==> src/rtl/dm_arbiter_if.sv <==
// Bus bundle between the dm_arbiter and its environment.
//   m0_* / m1_* : per-master request side (req, lock, addr, wdata, byteen in;
//                 gnt, rvalid, rdata out of the arbiter).
//   mem_*       : shared data-memory port (addr, wdata, byteen, re out of the
//                 arbiter; rdata into it, valid one cycle after the address).
// Modport slave is the arbiter's view. Modport master is the environment's
// view: the requesting masters plus the memory model.
interface dm_arbiter_if;
    logic        m0_req;
    logic        m0_lock;
    logic [31:0] m0_addr;
    logic [31:0] m0_wdata;
    logic [3:0]  m0_byteen;
    logic        m0_gnt;
    logic        m0_rvalid;
    logic [31:0] m0_rdata;

    logic        m1_req;
    logic        m1_lock;
    logic [31:0] m1_addr;
    logic [31:0] m1_wdata;
    logic [3:0]  m1_byteen;
    logic        m1_gnt;
    logic        m1_rvalid;
    logic [31:0] m1_rdata;

    logic [31:0] mem_addr;
    logic [31:0] mem_wdata;
    logic [3:0]  mem_byteen;
    logic        mem_re;
    logic [31:0] mem_rdata;

    modport slave (
        input  m0_req, m0_lock, m0_addr, m0_wdata, m0_byteen,
        input  m1_req, m1_lock, m1_addr, m1_wdata, m1_byteen,
        input  mem_rdata,
        output m0_gnt, m0_rvalid, m0_rdata,
        output m1_gnt, m1_rvalid, m1_rdata,
        output mem_addr, mem_wdata, mem_byteen, mem_re
    );

    modport master (
        output m0_req, m0_lock, m0_addr, m0_wdata, m0_byteen,
        output m1_req, m1_lock, m1_addr, m1_wdata, m1_byteen,
        output mem_rdata,
        input  m0_gnt, m0_rvalid, m0_rdata,
        input  m1_gnt, m1_rvalid, m1_rdata,
        input  mem_addr, mem_wdata, mem_byteen, mem_re
    );
endinterface

==> src/rtl/dm_arbiter.sv <==
// Two-master round-robin arbiter for the shared data-memory port, with a
// bounded lock so one master can hold the port for back-to-back accesses.
// Ports:
//   clk   : clock, all state updates on the rising edge
//   reset : synchronous, active-high
//   bus   : dm_arbiter_if.slave (master requests, grants, read return, memory port)
// Grants are combinational in the request cycle; read data is routed back to
// the issuing master one cycle later via a registered owner tag.
module dm_arbiter #(
    parameter int unsigned MAX_LOCK = 4
) (
    input logic         clk,
    input logic         reset,
    dm_arbiter_if.slave bus
);

    localparam int unsigned CntW = $clog2(MAX_LOCK + 1);
    localparam logic [CntW-1:0] CntMax = CntW'(MAX_LOCK);

    typedef enum logic [1:0] {StArb, StLock0, StLock1} state_e;

    state_e          state_q, state_d;
    logic [CntW-1:0] cnt_q, cnt_d;
    logic            last_q, last_d;
    logic            rv_valid_q, rv_valid_d;
    logic            rv_idx_q, rv_idx_d;

    logic        hold0, hold1;
    logic        win_valid, win_idx;
    logic        sel_lock;
    logic [31:0] sel_addr, sel_wdata;
    logic [3:0]  sel_byteen;
    logic        mem_re_s;
    state_e      lock_state;

    // A lock holds unless the budget is spent and the other master is waiting.
    assign hold0 = (state_q == StLock0) && bus.m0_req && bus.m0_lock &&
                   !((cnt_q == CntMax) && bus.m1_req);
    assign hold1 = (state_q == StLock1) && bus.m1_req && bus.m1_lock &&
                   !((cnt_q == CntMax) && bus.m0_req);

    always_comb begin
        win_valid = 1'b0;
        win_idx   = 1'b0;
        if (hold0) begin
            win_valid = 1'b1;
            win_idx   = 1'b0;
        end else if (hold1) begin
            win_valid = 1'b1;
            win_idx   = 1'b1;
        end else if (bus.m0_req && bus.m1_req) begin
            // Forced release falls out of this: last_q already names the holder.
            win_valid = 1'b1;
            win_idx   = ~last_q;
        end else if (bus.m0_req) begin
            win_valid = 1'b1;
            win_idx   = 1'b0;
        end else if (bus.m1_req) begin
            win_valid = 1'b1;
            win_idx   = 1'b1;
        end
    end

    always_comb begin
        sel_lock   = 1'b0;
        sel_addr   = '0;
        sel_wdata  = '0;
        sel_byteen = '0;
        if (win_valid) begin
            if (win_idx) begin
                sel_lock   = bus.m1_lock;
                sel_addr   = bus.m1_addr;
                sel_wdata  = bus.m1_wdata;
                sel_byteen = bus.m1_byteen;
            end else begin
                sel_lock   = bus.m0_lock;
                sel_addr   = bus.m0_addr;
                sel_wdata  = bus.m0_wdata;
                sel_byteen = bus.m0_byteen;
            end
        end
    end

    assign mem_re_s   = win_valid && (sel_byteen == 4'b0000);
    assign lock_state = win_idx ? StLock1 : StLock0;

    assign bus.m0_gnt     = win_valid && !win_idx;
    assign bus.m1_gnt     = win_valid && win_idx;
    assign bus.mem_addr   = sel_addr;
    assign bus.mem_wdata  = sel_wdata;
    assign bus.mem_byteen = sel_byteen;
    assign bus.mem_re     = mem_re_s;

    always_comb begin
        state_d    = StArb;
        cnt_d      = '0;
        last_d     = last_q;
        rv_valid_d = 1'b0;
        rv_idx_d   = rv_idx_q;
        if (win_valid) begin
            last_d     = win_idx;
            rv_valid_d = mem_re_s;
            rv_idx_d   = win_idx;
            if (sel_lock) begin
                state_d = lock_state;
                if (state_q == lock_state) begin
                    cnt_d = (cnt_q == CntMax) ? cnt_q : cnt_q + CntW'(1);
                end else begin
                    cnt_d = CntW'(1);
                end
            end
        end
    end

    always_ff @(posedge clk) begin
        if (reset) begin
            state_q    <= StArb;
            cnt_q      <= '0;
            last_q     <= 1'b1;  // master 0 wins the first contention
            rv_valid_q <= 1'b0;
            rv_idx_q   <= 1'b0;
        end else begin
            state_q    <= state_d;
            cnt_q      <= cnt_d;
            last_q     <= last_d;
            rv_valid_q <= rv_valid_d;
            rv_idx_q   <= rv_idx_d;
        end
    end

    assign bus.m0_rvalid = rv_valid_q && !rv_idx_q;
    assign bus.m1_rvalid = rv_valid_q && rv_idx_q;
    assign bus.m0_rdata  = bus.m0_rvalid ? bus.mem_rdata : 32'h0;
    assign bus.m1_rdata  = bus.m1_rvalid ? bus.mem_rdata : 32'h0;

endmodule
==> src/flat_wrapper.sv <==
// flat-port wrapper written by rule: the top's interface ports become plain ports
module dm_arbiter_flat 
#(
    parameter int unsigned MAX_LOCK = 4
)
  (clk, reset, bus_m0_req, bus_m0_lock, bus_m0_addr, bus_m0_wdata, bus_m0_byteen, bus_m1_req, bus_m1_lock, bus_m1_addr, bus_m1_wdata, bus_m1_byteen, bus_mem_rdata, bus_m0_gnt, bus_m0_rvalid, bus_m0_rdata, bus_m1_gnt, bus_m1_rvalid, bus_m1_rdata, bus_mem_addr, bus_mem_wdata, bus_mem_byteen, bus_mem_re);
  dm_arbiter_if bus_i ();
  input logic clk;
  input logic reset;
  input wire logic [$bits(bus_i.m0_req)-1:0] bus_m0_req;
  input wire logic [$bits(bus_i.m0_lock)-1:0] bus_m0_lock;
  input wire logic [$bits(bus_i.m0_addr)-1:0] bus_m0_addr;
  input wire logic [$bits(bus_i.m0_wdata)-1:0] bus_m0_wdata;
  input wire logic [$bits(bus_i.m0_byteen)-1:0] bus_m0_byteen;
  input wire logic [$bits(bus_i.m1_req)-1:0] bus_m1_req;
  input wire logic [$bits(bus_i.m1_lock)-1:0] bus_m1_lock;
  input wire logic [$bits(bus_i.m1_addr)-1:0] bus_m1_addr;
  input wire logic [$bits(bus_i.m1_wdata)-1:0] bus_m1_wdata;
  input wire logic [$bits(bus_i.m1_byteen)-1:0] bus_m1_byteen;
  input wire logic [$bits(bus_i.mem_rdata)-1:0] bus_mem_rdata;
  output wire logic [$bits(bus_i.m0_gnt)-1:0] bus_m0_gnt;
  output wire logic [$bits(bus_i.m0_rvalid)-1:0] bus_m0_rvalid;
  output wire logic [$bits(bus_i.m0_rdata)-1:0] bus_m0_rdata;
  output wire logic [$bits(bus_i.m1_gnt)-1:0] bus_m1_gnt;
  output wire logic [$bits(bus_i.m1_rvalid)-1:0] bus_m1_rvalid;
  output wire logic [$bits(bus_i.m1_rdata)-1:0] bus_m1_rdata;
  output wire logic [$bits(bus_i.mem_addr)-1:0] bus_mem_addr;
  output wire logic [$bits(bus_i.mem_wdata)-1:0] bus_mem_wdata;
  output wire logic [$bits(bus_i.mem_byteen)-1:0] bus_mem_byteen;
  output wire logic [$bits(bus_i.mem_re)-1:0] bus_mem_re;
  assign bus_i.m0_req = bus_m0_req;
  assign bus_i.m0_lock = bus_m0_lock;
  assign bus_i.m0_addr = bus_m0_addr;
  assign bus_i.m0_wdata = bus_m0_wdata;
  assign bus_i.m0_byteen = bus_m0_byteen;
  assign bus_i.m1_req = bus_m1_req;
  assign bus_i.m1_lock = bus_m1_lock;
  assign bus_i.m1_addr = bus_m1_addr;
  assign bus_i.m1_wdata = bus_m1_wdata;
  assign bus_i.m1_byteen = bus_m1_byteen;
  assign bus_i.mem_rdata = bus_mem_rdata;
  assign bus_m0_gnt = bus_i.m0_gnt;
  assign bus_m0_rvalid = bus_i.m0_rvalid;
  assign bus_m0_rdata = bus_i.m0_rdata;
  assign bus_m1_gnt = bus_i.m1_gnt;
  assign bus_m1_rvalid = bus_i.m1_rvalid;
  assign bus_m1_rdata = bus_i.m1_rdata;
  assign bus_mem_addr = bus_i.mem_addr;
  assign bus_mem_wdata = bus_i.mem_wdata;
  assign bus_mem_byteen = bus_i.mem_byteen;
  assign bus_mem_re = bus_i.mem_re;
  dm_arbiter #(.MAX_LOCK(MAX_LOCK)) u_core (.clk(clk), .reset(reset), .bus(bus_i));
endmodule
==> config.mk <==
export PLATFORM = sky130hd
export DESIGN_NAME = dm_arbiter_flat
export DESIGN_NICKNAME = d
export VERILOG_FILES = /design/src/rtl/dm_arbiter_if.sv /design/src/rtl/dm_arbiter.sv /design/src/flat_wrapper.sv
export SDC_FILE = /design/constraint.sdc
export NUM_CORES = 1
export LEC_CHECK = 0
export CAP_MARGIN = 5
export CORE_AREA = 2 2 120 122
export DETAILED_ROUTE_END_ITERATION = 16
export DIE_AREA = 0 0 122 124
export SLEW_MARGIN = 20
export SYNTH_ARGS = -nofsm -noshare
export SYNTH_HDL_FRONTEND = slang
export SYNTH_SLANG_ARGS = --single-unit
==> constraint.sdc <==
create_clock -name clk -period 2.16 [get_ports clk]
set_input_delay 0.648 -clock clk [delete_from_list [all_inputs] [get_ports clk]]
set_output_delay 0.648 -clock clk [all_outputs]
set_load 0.05 [all_outputs]
==> impl_metrics.env <==
export IMPL_worst_hold_path_endpoint="u_core.rv_idx_q"
export IMPL_dp_cells=709
export IMPL_yosysWarnings=0
export IMPL_antennaDiodeCount=0
export IMPL_row_count=43
export IMPL_core_area_um2=13700
export IMPL_dieArea_um2=15100
export IMPL_synth_area_per_cell_um2=7.59
export IMPL_ys_types=33
export IMPL_grt_pass1_vias=3496
export IMPL_slew_viol_final=0
export IMPL_synth_async_reset_ratio_pct=0
export IMPL_drive_gt1_share_pct=53.2
export IMPL_synth_top_flop_cell="dfxtp_1"
export IMPL_crit_path_start_kind="input pin"
export IMPL_start_util_pct=11.7
export IMPL_cts_root_buffer="clkbuf_16"
export IMPL_relSlewSlack_pct=80.4
export IMPL_nFillCells=1185
export IMPL_die_x_um=122
export IMPL_setup_violations=71
export IMPL_r2r_end="u_core.rv_valid_q"
export IMPL_fmax_mhz=351
export IMPL_syn_to_final_growth_pct=338
export IMPL_grt_max_degree=34
export IMPL_holdPathStages=2
export IMPL_synth_edf_count=0
export IMPL_layout_setup_ws_ns=-0.687
export IMPL_track_usage_pct=17.8
export IMPL_cp_end_kind="output port"
export IMPL_final_cell_mix="167 x clkdlybuf4s50_1, 76 x buf_12, 43 x buf_6"
export IMPL_path_clk_slew_ns=0.04
export IMPL_layout_min_cycle_time_ns=2.85
export IMPL_finalWirelength_um=15000
export IMPL_grt_antenna_before_repair=0
export IMPL_insertion_delay_ns=0.23
export IMPL_cp_max_fo=2
export IMPL_place_hpwl_um=10900
export IMPL_syn_nets=388
export IMPL_status="finished, violations left"
export IMPL_path_class="input pin to output port"
export IMPL_rrSetupSlack_ns=0.32
export IMPL_worstHoldPathType="flip-flop to flip-flop"
export IMPL_hold_start="u_core.rv_idx_q"
export IMPL_clockBufferDepth=2
export IMPL_clock_sinks=8
export IMPL_r2r_start="u_core.cnt_q[1]"
export IMPL_routed_via_density=4.43
export IMPL_final_antenna_net_count=0
export IMPL_cts_tree="yes"
export IMPL_period_share_pct=132
export IMPL_holdWs_ns=0.475
export IMPL_netlist_instances=212
export IMPL_tightest_slew_ns=0.293
export IMPL_vias=3264
export IMPL_io_pins=311
export IMPL_gp_congestion=0.782
export IMPL_cp_startpoint="bus_m0_byteen[2]"
export IMPL_finalHoldViolCount=0
export IMPL_dr_pass1_iters=4
export IMPL_worstPathRequired_ns=1.51
export IMPL_r2r_cells=9
export IMPL_fin_skew_ns=0.000549
export IMPL_ir_worst_vdd_mv=0.221
export IMPL_leakage_uw=0.00304
export IMPL_drtIter0Drc=128
export IMPL_pwr_density_cell_nw_per_um2=390
export IMPL_syn_area_um2=1610
export IMPL_worstPathArrival_ns=2.20
export IMPL_violations="negative setup slack"
export IMPL_place_ws_ns=-1.04
export IMPL_drc=0
export IMPL_cap_violations=0
export IMPL_port_buffers=310
export IMPL_overflow=0
export IMPL_synth_seq_area_share_pct=9.95
export IMPL_grt_pass1_wl_um=20500
export IMPL_h_tree_depth=1
export IMPL_stdcell_count=736
export IMPL_die_h_um=124
export IMPL_ys_seq_elements=8
export IMPL_layout_commonest_cell="clkdlybuf4s50_1"
export IMPL_postCtsHoldBufs=0
export IMPL_nNetsFinal=734
export IMPL_rsz0062_at_grt="true"
export IMPL_routedWlPerCell_um=20.3
export IMPL_numCtsBuffers=3
[worst max-delay path, cell delays in order]
cell and delay [ns]:
clkdlybuf4s50_1 0.47, or4_4 0.59, a221oi_4 0.31, buf_12 0.18
[state kept, by name, summed over array words and instances (netlist names)]
| name | count |
|---|---|
| u_core.cnt_q | 3 |
| u_core.state_q | 2 |
| u_core.last_q | 1 |
| u_core.rv_idx_q | 1 |
| u_core.rv_valid_q | 1 |
[area by class of cell]
cell class | instances | area [um2] | share of cell area [%]
clock buffer | 3 | 75.1 | 1.07
timing repair buffer | 365 | 4750 | 67.4
multi-input combinational | 174 | 1790 | 25.4
inverter | 6 | 42.5 | 0.604
sequential | 8 | 163 | 2.31
tap | 180 | 225 | 3.20
[synthesized netlist by cell type (all sizes together), types with 2 or more instances]
library cell	instances	area, um2
a21oi	3	15.0
a221oi	2	17.5
a22o	68	596
and2	34	215
and3	32	200
buf	14	90.1
clkbuf	10	37.5
dfxtp	8	160
ha	2	25.0
inv	6	22.5
nand2	5	18.8
nand3	3	20.0
nand3b	2	15.0
nor2	2	7.51
nor2b	2	12.5
nor3	4	20.0
or4	2	15.0
xnor2	2	17.5
[worst max path at each step]
stage | to | slack [ns] | cells after the start
final | bus_mem_re | -0.69 | 4
after global routing | bus_mem_re | -0.74 | 10
after CTS | bus_mem_byteen[3] | -0.76 | 11
after detailed placement | bus_mem_wdata[14] | -1.04 | 10
after global placement | bus_mem_addr[29] | -1.02 | 10
after floorplan | bus_mem_re | -0.39 | 5
[power breakdown]
part	switching [uW]	total [uW]	internal, uW
clock	77.2	316	239
combinational	1130	2270	1140
sequential	5.15	161	156
total	1210	2750	1540
[kinds of logic (layout without fill, tap and decap cells)]
logic type | Yosys count | in the layout | share of synthesized area, %
buf+inv | 30 | 374 | 9.33
fa+ha+maj | 2 | 2 | 1.55
xor+xnor | 2 | 2 | 1.09
compound gates | 80 | 80 | 43.5
mux | 1 | 1 | 0.622
simple gates | 89 | 89 | 33.9
flops | 8 | 8 | 9.95
[stage by stage]
step                TNS [ns]  area, um2  utilization [%]  power [uW]
floorplan             -16.49       1900                -        1170
global placement      -71.74       5850             42.7        1960
detailed placement    -72.48       5850             42.7        1980
CTS                   -47.54       6960             50.8        2740
global route          -49.20       7050             51.4        2830
finish                -43.94       7050             51.4        2750
[metal layers]
layer / wire length, um / GRT usage, %
met2: 8320 / 35.1
met5: 0 / 0
met4: 167 / 3.59
met1: 5290 / 19.4
met3: 1190 / 3.80
[what timing repair did]
item,CTS,global route
cloned,12,1
setup endpoints to repair,77,82
pin swaps,28,7
endpoints found under the hold margin,0,0
buffers inserted,11,3
resized for setup,154,24
Power figures use the tool's default switching activity.
